$ cat config.mk
export PLATFORM = sky130hd
export DESIGN_NAME = nibble_serial_sub16_flat
export DESIGN_NICKNAME = d
export VERILOG_FILES = /design/src/rtl/nibble_serial_sub16_if.sv /design/src/rtl/nibble_serial_sub16.sv /design/src/flat_wrapper.sv
export SDC_FILE = /design/constraint.sdc
export NUM_CORES = 1
export LEC_CHECK = 0
export BUFFER_PORTS_ARGS = -buffer_cell sky130_fd_sc_hd__buf_2
export CAP_MARGIN = 10
export CELL_PAD_IN_SITES_DETAIL_PLACEMENT = 0
export CELL_PAD_IN_SITES_GLOBAL_PLACEMENT = 1
export CORE_ASPECT_RATIO = 1.25
export CORE_MARGIN = 10
export CORE_UTILIZATION = 30
export DETAILED_ROUTE_END_ITERATION = 16
export HOLD_SLACK_MARGIN = 0.12
export MAX_ROUTING_LAYER = met4
export PLACE_DENSITY_LB_ADDON = 0.1
export SLEW_MARGIN = 15
export SYNTH_ARGS = -nofsm -noshare
export SYNTH_HDL_FRONTEND = slang
export SYNTH_SLANG_ARGS = --single-unit
$ cat constraint.sdc
create_clock -name clk -period 2.7 [get_ports clk]
set_input_delay 0.405 -clock clk [delete_from_list [all_inputs] [get_ports clk]]
set_output_delay 0.405 -clock clk [all_outputs]
set_load 0.01 [all_outputs]
$ cat src/rtl/nibble_serial_sub16_if.sv
// rtl/nibble_serial_sub16_if.sv - operand/result bundle for the nibble-serial subtractor
interface nibble_serial_sub16_if;
  logic        start;
  logic [15:0] A;
  logic [15:0] B;
  logic        Bin;
  logic [15:0] Diff;
  logic        Bout;
  logic        zero;
  logic        neg;
  logic        ovf;
  logic        busy;
  logic        done;

  modport master (
    output start, A, B, Bin,
    input  Diff, Bout, zero, neg, ovf, busy, done
  );

  modport slave (
    input  start, A, B, Bin,
    output Diff, Bout, zero, neg, ovf, busy, done
  );
endinterface

$ cat src/rtl/nibble_serial_sub16.sv
// rtl/nibble_serial_sub16.sv - 16-bit subtractor, one 4-bit lookahead nibble per cycle
module nibble_serial_sub16 (
  input  logic                  clk,
  input  logic                  rst,
  nibble_serial_sub16_if.slave  bus
);

  typedef enum logic [1:0] {IDLE, RUN, DONE} state_t;

  state_t      state, next_state;
  logic [15:0] a_q, b_q;
  logic [1:0]  idx;
  logic        brw;
  logic [15:0] diff_q;
  logic        bout_q, zero_q, neg_q, ovf_q;
  logic        accept;
  logic [4:0]  nib;
  logic [15:0] diff_nxt;

  // Returns {borrow_out, diff[3:0]}; borrows resolved by lookahead, not ripple.
  function automatic logic [4:0] nib_sub(input logic [3:0] a, input logic [3:0] b,
                                         input logic bi);
    logic [3:0] g, p;
    logic [4:0] c;
    g    = ~a & b;
    p    = ~(a ^ b);
    c[0] = bi;
    c[1] = g[0] | (p[0] & bi);
    c[2] = g[1] | (p[1] & g[0]) | (p[1] & p[0] & bi);
    c[3] = g[2] | (p[2] & g[1]) | (p[2] & p[1] & g[0]) | (p[2] & p[1] & p[0] & bi);
    c[4] = g[3] | (p[3] & g[2]) | (p[3] & p[2] & g[1]) | (p[3] & p[2] & p[1] & g[0])
         | (p[3] & p[2] & p[1] & p[0] & bi);
    return {c[4], a ^ b ^ c[3:0]};
  endfunction

  assign accept = bus.start && (state != RUN);
  assign nib    = nib_sub(a_q[{idx, 2'b00} +: 4], b_q[{idx, 2'b00} +: 4], brw);

  always_comb begin
    diff_nxt                     = diff_q;
    diff_nxt[{idx, 2'b00} +: 4]  = nib[3:0];
  end

  always_ff @(posedge clk or posedge rst) begin
    if (rst) state <= IDLE;
    else     state <= next_state;
  end

  always_comb begin
    next_state = state;
    case (state)
      IDLE:    if (accept) next_state = RUN;
      RUN:     if (idx == 2'd3) next_state = DONE;
      DONE:    next_state = accept ? RUN : IDLE;
      default: next_state = IDLE;
    endcase
  end

  always_ff @(posedge clk or posedge rst) begin
    if (rst) begin
      a_q    <= '0;
      b_q    <= '0;
      idx    <= '0;
      brw    <= 1'b0;
      diff_q <= '0;
      bout_q <= 1'b0;
      zero_q <= 1'b0;
      neg_q  <= 1'b0;
      ovf_q  <= 1'b0;
    end else if (accept) begin
      a_q <= bus.A;
      b_q <= bus.B;
      brw <= bus.Bin;
      idx <= '0;
    end else if (state == RUN) begin
      diff_q <= diff_nxt;
      brw    <= nib[4];
      idx    <= idx + 2'd1;
      // Flags use the freshly completed word, not the stale Diff register.
      if (idx == 2'd3) begin
        bout_q <= nib[4];
        zero_q <= (diff_nxt == 16'h0000);
        neg_q  <= diff_nxt[15];
        ovf_q  <= (a_q[15] != b_q[15]) && (diff_nxt[15] != a_q[15]);
      end
    end
  end

  assign bus.Diff = diff_q;
  assign bus.Bout = bout_q;
  assign bus.zero = zero_q;
  assign bus.neg  = neg_q;
  assign bus.ovf  = ovf_q;
  assign bus.busy = (state == RUN);
  assign bus.done = (state == DONE);

endmodule

$ cat src/flat_wrapper.sv
// flat-port wrapper written by rule: the top's interface ports become plain ports
module nibble_serial_sub16_flat 
  (clk, rst, bus_start, bus_A, bus_B, bus_Bin, bus_Diff, bus_Bout, bus_zero, bus_neg, bus_ovf, bus_busy, bus_done);
  nibble_serial_sub16_if bus_i ();
  input  logic clk;
  input  logic rst;
  input wire logic [$bits(bus_i.start)-1:0] bus_start;
  input wire logic [$bits(bus_i.A)-1:0] bus_A;
  input wire logic [$bits(bus_i.B)-1:0] bus_B;
  input wire logic [$bits(bus_i.Bin)-1:0] bus_Bin;
  output wire logic [$bits(bus_i.Diff)-1:0] bus_Diff;
  output wire logic [$bits(bus_i.Bout)-1:0] bus_Bout;
  output wire logic [$bits(bus_i.zero)-1:0] bus_zero;
  output wire logic [$bits(bus_i.neg)-1:0] bus_neg;
  output wire logic [$bits(bus_i.ovf)-1:0] bus_ovf;
  output wire logic [$bits(bus_i.busy)-1:0] bus_busy;
  output wire logic [$bits(bus_i.done)-1:0] bus_done;
  assign bus_i.start = bus_start;
  assign bus_i.A = bus_A;
  assign bus_i.B = bus_B;
  assign bus_i.Bin = bus_Bin;
  assign bus_Diff = bus_i.Diff;
  assign bus_Bout = bus_i.Bout;
  assign bus_zero = bus_i.zero;
  assign bus_neg = bus_i.neg;
  assign bus_ovf = bus_i.ovf;
  assign bus_busy = bus_i.busy;
  assign bus_done = bus_i.done;
  nibble_serial_sub16 u_core (.clk(clk), .rst(rst), .bus(bus_i));
endmodule
==> results of run 1 <==
## worst min-delay path by stage
stage	cells after the start	start	to
finish	2	rst	u_core.a_q[2]
floorplan	1	u_core.a_q[10]	u_core.a_q[10]
global placement	2	u_core.bus.Bout	u_core.bus.Bout
detailed placement	1	u_core.b_q[10]	u_core.b_q[10]
global route	2	rst	u_core.a_q[2]
CTS	2	rst	u_core.a_q[2]
## final cells by class
cell class | count | area (um2) | share of cell area
clock buffer | 9 | 225 | 0.0625
clock inverter | 7 | 95.1 | 0.0264
inverter | 17 | 63.8 | 0.0177
multi-input combinational | 130 | 1280 | 0.356
sequential | 57 | 1430 | 0.396
tap | 123 | 154 | 0.0427
timing repair buffer | 63 | 355 | 0.0986
## worst reg2reg max path, stage by stage (launching register included)
cell	delay, ps
dfrtp_1	390
buf_12	160
mux4_2	510
ha_1	350
o21ai_1	140
o211a_1	240
or3_1	390
mux2_2	270
## logic make-up after synthesis
logic type,Yosys count,share of synthesized area
flip-flops,57,0.511
multiplexers,41,0.197
AO/OA/AOI/OAI,39,0.114
AND/OR/NAND/NOR,36,0.0842
buffers and inverters,23,0.0327
adder cells (fa/ha/maj),11,0.0519
XOR/XNOR,3,0.00941
## registers in the layout (all words and copies together), names as in the netlist
name / flops
u_core.bus.neg: 1
u_core.brw: 1
u_core.state: 2
u_core.bus.zero: 1
u_core.bus.ovf: 1
u_core.a_q: 16
u_core.bus.Bout: 1
u_core.bus.Diff: 16
u_core.idx: 2
u_core.b_q: 16
## power by group
group	internal [mW]	total (mW)	switching, mW
clock	0.804	1.21	0.404
combinational	1.19	2.58	1.39
sequential	1.24	1.51	0.270
total	3.24	5.30	2.06
## routing by layer
metal	part of all wire	routed length, um	up-vias	track usage
li1	-	-	910	-
met1	0.45	3150	954	0.130
met2	0.50	3520	44	0.184
met3	0.038	267	8	0.0287
met4	0.015	106	0	0.0527
met5	0	0	-	-
## metrics by stage
stage | worst slack, ps | instance area (um2)
5_1_grt | 3.09 | 3600
4_1_cts | 78.0 | 3600
3_5_place_dp | 98.9 | 3280
2_1_floorplan | 1.14 | 2790
3_3_place_gp | 124 | 3280
6_report | 128 | 3600
## cell usage in the layout, fill, tap and decap left out, types with 7 or more instances in the layout
cell type,count
nand2_1,13
mux2_2,26
mux2_1,7
mux4_2,8
a22o_1,12
ha_1,10
inv_1,15
clkbuf_16,9
buf_2,57
dfrtp_1,57
==> summary.md, run 1 <==
| Metric | Value |
|---|---|
| Post-synth ARST share | 1.00 |
| Hold buffers post-CTS | 0 |
| Final RePlAce weighted congestion | between 0.7 and 0.8 |
| Start point of the critical path | u_core.idx[0] |
| Slew Limit Fails | 0 |
| Unrepaired setup endpoints after global routing | false |
| Startpoint types | flip-flop |
| GR Util All Layers | 0.114 |
| Remaining Overflow, GRT | 0 |
| Synth cell count leaders | 57 x dfrtp_1, 26 x mux2_2, 16 x inv_1 |
| Row Count | 39 |
| DRT antenna net count | 0 |
| Count of final setup violators | 0 |
| Remaining DRCs | 0 |
| Synthesized net count | roughly 260 |
| Avg Inst Size Synth | around 13 um2 |
| Leak | 1.69 nW |
| Post-synth top flop | dfrtp_1 |
| Reg2Reg Setup Slack | around 130 ps |
| Clk slew on worst S/H paths | ~50 ps |
| Largest net degree at the start of global routing | 33 |
| Buf/Inv on CP | 1 |
| Slowest stage delay, CP | about 500 ps |
| Max frequency | around 400 MHz |
| Hpwl dp | 5440 um |
| Status | completed |
| Longest Clk Path Bufs | 2 |
| Initial Util | 0.306 |
| Cells after Synth | 210 |
| Worst-skew pair later-pin latency | approximately 320 ps |
| Post-CTS setup buffer count | 0 |
| TNS Setup | 0 ps |
| Post-CTS Resized | 0 |
| PortBufs | 57 |
| Number of global-route vias before repair | 2,190 |
| Worst Path Max Fanout | 11 |
| Class of the worst hold path | in -> async |
| Setup crit end kind | flip-flop |
| Max rail drop VDD | around 450 uV |
| CTS H-tree depth | 3 |
| Maxcap violations | 0 |
| Number of vias per cell | 4.72 |
| Crit path cell chain | buf_12 -> mux4_2 -> ha_1 -> o21ai_1 -> o211a_1 -> or3_1 -> mux2_2 |
| Final std cells w/o fill | a little over 400 |
| Fin util | 0.395 |
| Min Tclk post-route | around 2600 ps |
| Detailed Route Iter0 Violations | 39 |
| Reg2reg path depth | 7 |
| Via Count | about 1,900 |
| Area Growth Syn to Fin | 29.0% |
| Seq/Total Area, Yosys | 0.511 |
| Tcrit/Tclk final | 0.952 |
| Per-cell routed wire length | ~17 um |
| Yosys top cell by area | dfrtp_1 |
| CP Depth | 7 |
| Final Power | roughly 5.3 mW |
| Global-route wire length before repair | 11,700 um |
| N_diodes | 0 |
| Total CTS buffers | 9 |
| Die Y | approximately 130 um |
| R2R Path Start | u_core.idx[0] |
| Syn Std Cell Area | approximately 2800 um2 |
| Slew headroom | 0.576 |
| Crit path DAT | about 2800 ps |
| Die footprint | between 10,000 and 15,000 um2 |
| Pre-antenna DRT Iters | 4 |
| Placed cell count | roughly 400 |
| Clock root buffer | clkbuf_16 |
| Cell family with most CP delay | multiplexers |
| Cell Pwr Density | 1470 nW/um2 |
| Nets@finish | 325 |
| Crit path capture | u_core.bus.neg |
| Worst slew pin tran | approximately 630 ps |
| Most common cell in the netlist | dfrtp_1 |
| Initial antenna violation count | 0 |
| Worst-path cell with the longest stage delay | mux4_2 |
| Detailed Route WL | 7040 um |
| CORE AREA | slightly above 9000 um2 |
| FF-to-FF End | u_core.bus.neg |
| I/O Pins | 58 |
| Top post-synthesis cells by area | dfrtp_1 51%, mux2_2 10%, mux4_2 6.4% |
| Layout cells sized above 1 | 0.431 |
| Required time of the critical path | approximately 2900 ps |
| CTS tree | done |
| Hold slack | 160 ps |
| Netlist cell types | 50 |
| Critical setup path kind | reg -> reg |
| Seq cells post-synth | between 50 and 60 |
| Share of the synthesized area in the top cell type | 0.511 |
| Post-synth EDFFs | 0 |
| FILL cells | 907 |
| Chip width | approximately 110 um |
| Yosys Warn Count | 0 |
| Worst clock skew | around 3.7 ps |
| Final hold vios | 0 |
| Sink Count | 57 |
No activity file was read; power rests on OpenSTA's default activity.
==> run 2, diff against run 1 <==
--- a/config.mk
+++ b/config.mk
@@ -14,7 +14,6 @@
 export CORE_UTILIZATION = 30
 export DETAILED_ROUTE_END_ITERATION = 16
 export HOLD_SLACK_MARGIN = 0.12
-export MAX_ROUTING_LAYER = met4
 export PLACE_DENSITY_LB_ADDON = 0.1
 export SLEW_MARGIN = 15
 export SYNTH_ARGS = -nofsm -noshare
==> run 2 against run 1 <==
Net effect:
- utilization is the same
- global-route usage shrank 0.33 points
- hold slack lost 5.4 ps
- via count shrank 0.10%
- maximum frequency is essentially flat
- critical endpoint unchanged
==> summary.md, run 2 (same netlist as run 1, synthesis figures left out) <==
| Metric | Value |
|---|---|
| Status | completed (unchanged) |
| Row Count | 39 (unchanged) |
| Nets@finish | 325 (unchanged) |
| Number of vias per cell | 4.71 (was 4.72) |
| Required time of the critical path | 2910 ps (about the same) |
| I/O Pins | 58 (unchanged) |
| Final hold vios | 0 (unchanged) |
| Min Tclk post-route | 2570 ps (about the same) |
| DRT antenna net count | 0 (unchanged) |
| Class of the worst hold path | in -> async (unchanged) |
| Layout cells sized above 1 | 0.431 (unchanged) |
| CTS H-tree depth | 3 (unchanged) |
| FF-to-FF End | u_core.bus.neg (unchanged) |
| Crit path capture | u_core.bus.neg (unchanged) |
| Unrepaired setup endpoints after global routing | false (unchanged) |
| Dpl cell area | 3280 um2 (unchanged) |
| Maxcap violations | 0 (unchanged) |
| Reg2reg path depth | 7 (unchanged) |
| Die Y | 128 um (unchanged) |
| R2R Path Start | u_core.idx[0] (unchanged) |
| N_diodes | 0 (unchanged) |
| Pre-antenna DRT Iters | 4 (unchanged) |
| Global-route wire length before repair | 11,800 um (was 11,700 um) |
| Final non-filler cell area | 3600 um2 (unchanged) |
| Startpoint types | flip-flop (unchanged) |
| Slew headroom | 0.579 (was 0.576) |
| Sink Count | 57 (unchanged) |
| Worst slew pin tran | 631 ps (was 634 ps) |
| TNS Setup | 0 ps (unchanged) |
| Setup crit end kind | flip-flop (unchanged) |
| Die footprint | 13,600 um2 (unchanged) |
| FILL cells | 907 (unchanged) |
| Hpwl dp | 5440 um (unchanged) |
| Max rail drop VDD | 457 uV (was 453 uV) |
| Final RePlAce weighted congestion | 0.733 (was 0.742) |
| Post-CTS setup buffer count | 0 (unchanged) |
| Crit path DAT | 2780 ps (about the same) |
| GR Util All Layers | 0.110 (was 0.114) |
| Detailed Route WL | 7040 um (about the same) |
| Chip width | 106 um (unchanged) |
| Critical setup path kind | reg -> reg (unchanged) |
| Initial Util | 0.306 (unchanged) |
| Longest Clk Path Bufs | 2 (unchanged) |
| CTS tree | done (unchanged) |
| Reg2Reg Setup Slack | 130 ps (about the same) |
| Remaining DRCs | 0 (unchanged) |
| Worst clock skew | 7.02 ps (was 3.66 ps) |
| Slew Limit Fails | 0 (unchanged) |
| Final std cells w/o fill | 406 (unchanged) |
| Detailed Route Iter0 Violations | 39 (unchanged) |
| Placed cell count | 390 (unchanged) |
| Leak | 1.69 nW (unchanged) |
| Clk slew on worst S/H paths | 50 ps (about the same) |
| Clock root buffer | clkbuf_16 (unchanged) |
| PortBufs | 57 (unchanged) |
| Cell Pwr Density | 1470 nW/um2 (about the same) |
| Hold slack | 155 ps (was 160 ps) |
| Most frequent cells in the layout | 57 x buf_2, 57 x dfrtp_1, 26 x mux2_2 (unchanged) |
| Remaining Overflow, GRT | 0 (unchanged) |
| Tcrit/Tclk final | 0.952 (about the same) |
| Number of global-route vias before repair | 2,192 (was 2,190) |
| Worst Path Max Fanout | 11 (unchanged) |
| Hold buffers post-CTS | 0 (unchanged) |
| Initial antenna violation count | 0 (unchanged) |
| Final worst slack | 129 ps (was 128 ps) |
| CORE AREA | 9130 um2 (unchanged) |
| Total CTS buffers | 9 (unchanged) |
| Largest net degree at the start of global routing | 33 (unchanged) |
| Area Growth Syn to Fin | 29.0% (unchanged) |
| Place WS | 98.9 ps (unchanged) |
| Post-CTS Resized | 0 (unchanged) |
| Worst-skew pair later-pin latency | 330 ps (was 320 ps) |
| Count of final setup violators | 0 (unchanged) |
| Max frequency | 389 MHz (about the same) |
| Per-cell routed wire length | 17.3 um (about the same) |
| Via Count | 1,914 (was 1,916) |
| Start point of the critical path | u_core.idx[0] (unchanged) |
run 2: cell counts in the layout (fill, tap and decap cells not counted):
Identical to the previous run, type by type.
run 2: critical path, cell delays in order, from the launching register on:
cell	delay [ps]
dfrtp_1	390
buf_12	160
mux4_2	500
ha_1	350
o21ai_1	140
o211a_1	240
or3_1	390
mux2_2	270
run 2: metal layers:
layer  up-vias  GRT usage  wire length, um
met1       956      0.126             3070
li1        911          -                -
met2        40      0.184             3530
met5         -          0                0
met4         0     0.0527               99
met3         7     0.0337              344
run 2: final cells by class:
type	count	area (um2)	area share
sequential	57	1430	0.396
clock inverter	7	95.1	0.0264
multi-input combinational	130	1280	0.356
timing repair buffer	63	355	0.0986
inverter	17	63.8	0.0177
tap	123	154	0.0427
clock buffer	9	225	0.0625
run 2: power breakdown:
group          internal (mW)  switching [mW]
combinational           1.19            1.39
clock                  0.804           0.406
sequential              1.24           0.268
total                   3.24            2.07
run 2: how the worst min path moves through the flow:
stage | end
global placement | u_core.bus.Bout
detailed placement | u_core.b_q[10]
finish | u_core.a_q[2]
global route | u_core.a_q[2]
floorplan | u_core.a_q[10]
CTS | u_core.a_q[2]
run 2: metrics by stage:
stage	total power [mW]	util
finish	5.31	0.395
global route	5.73	0.395
CTS	5.36	0.394
detailed placement	4.12	0.359
global placement	4.12	0.359
floorplan	3.31	-
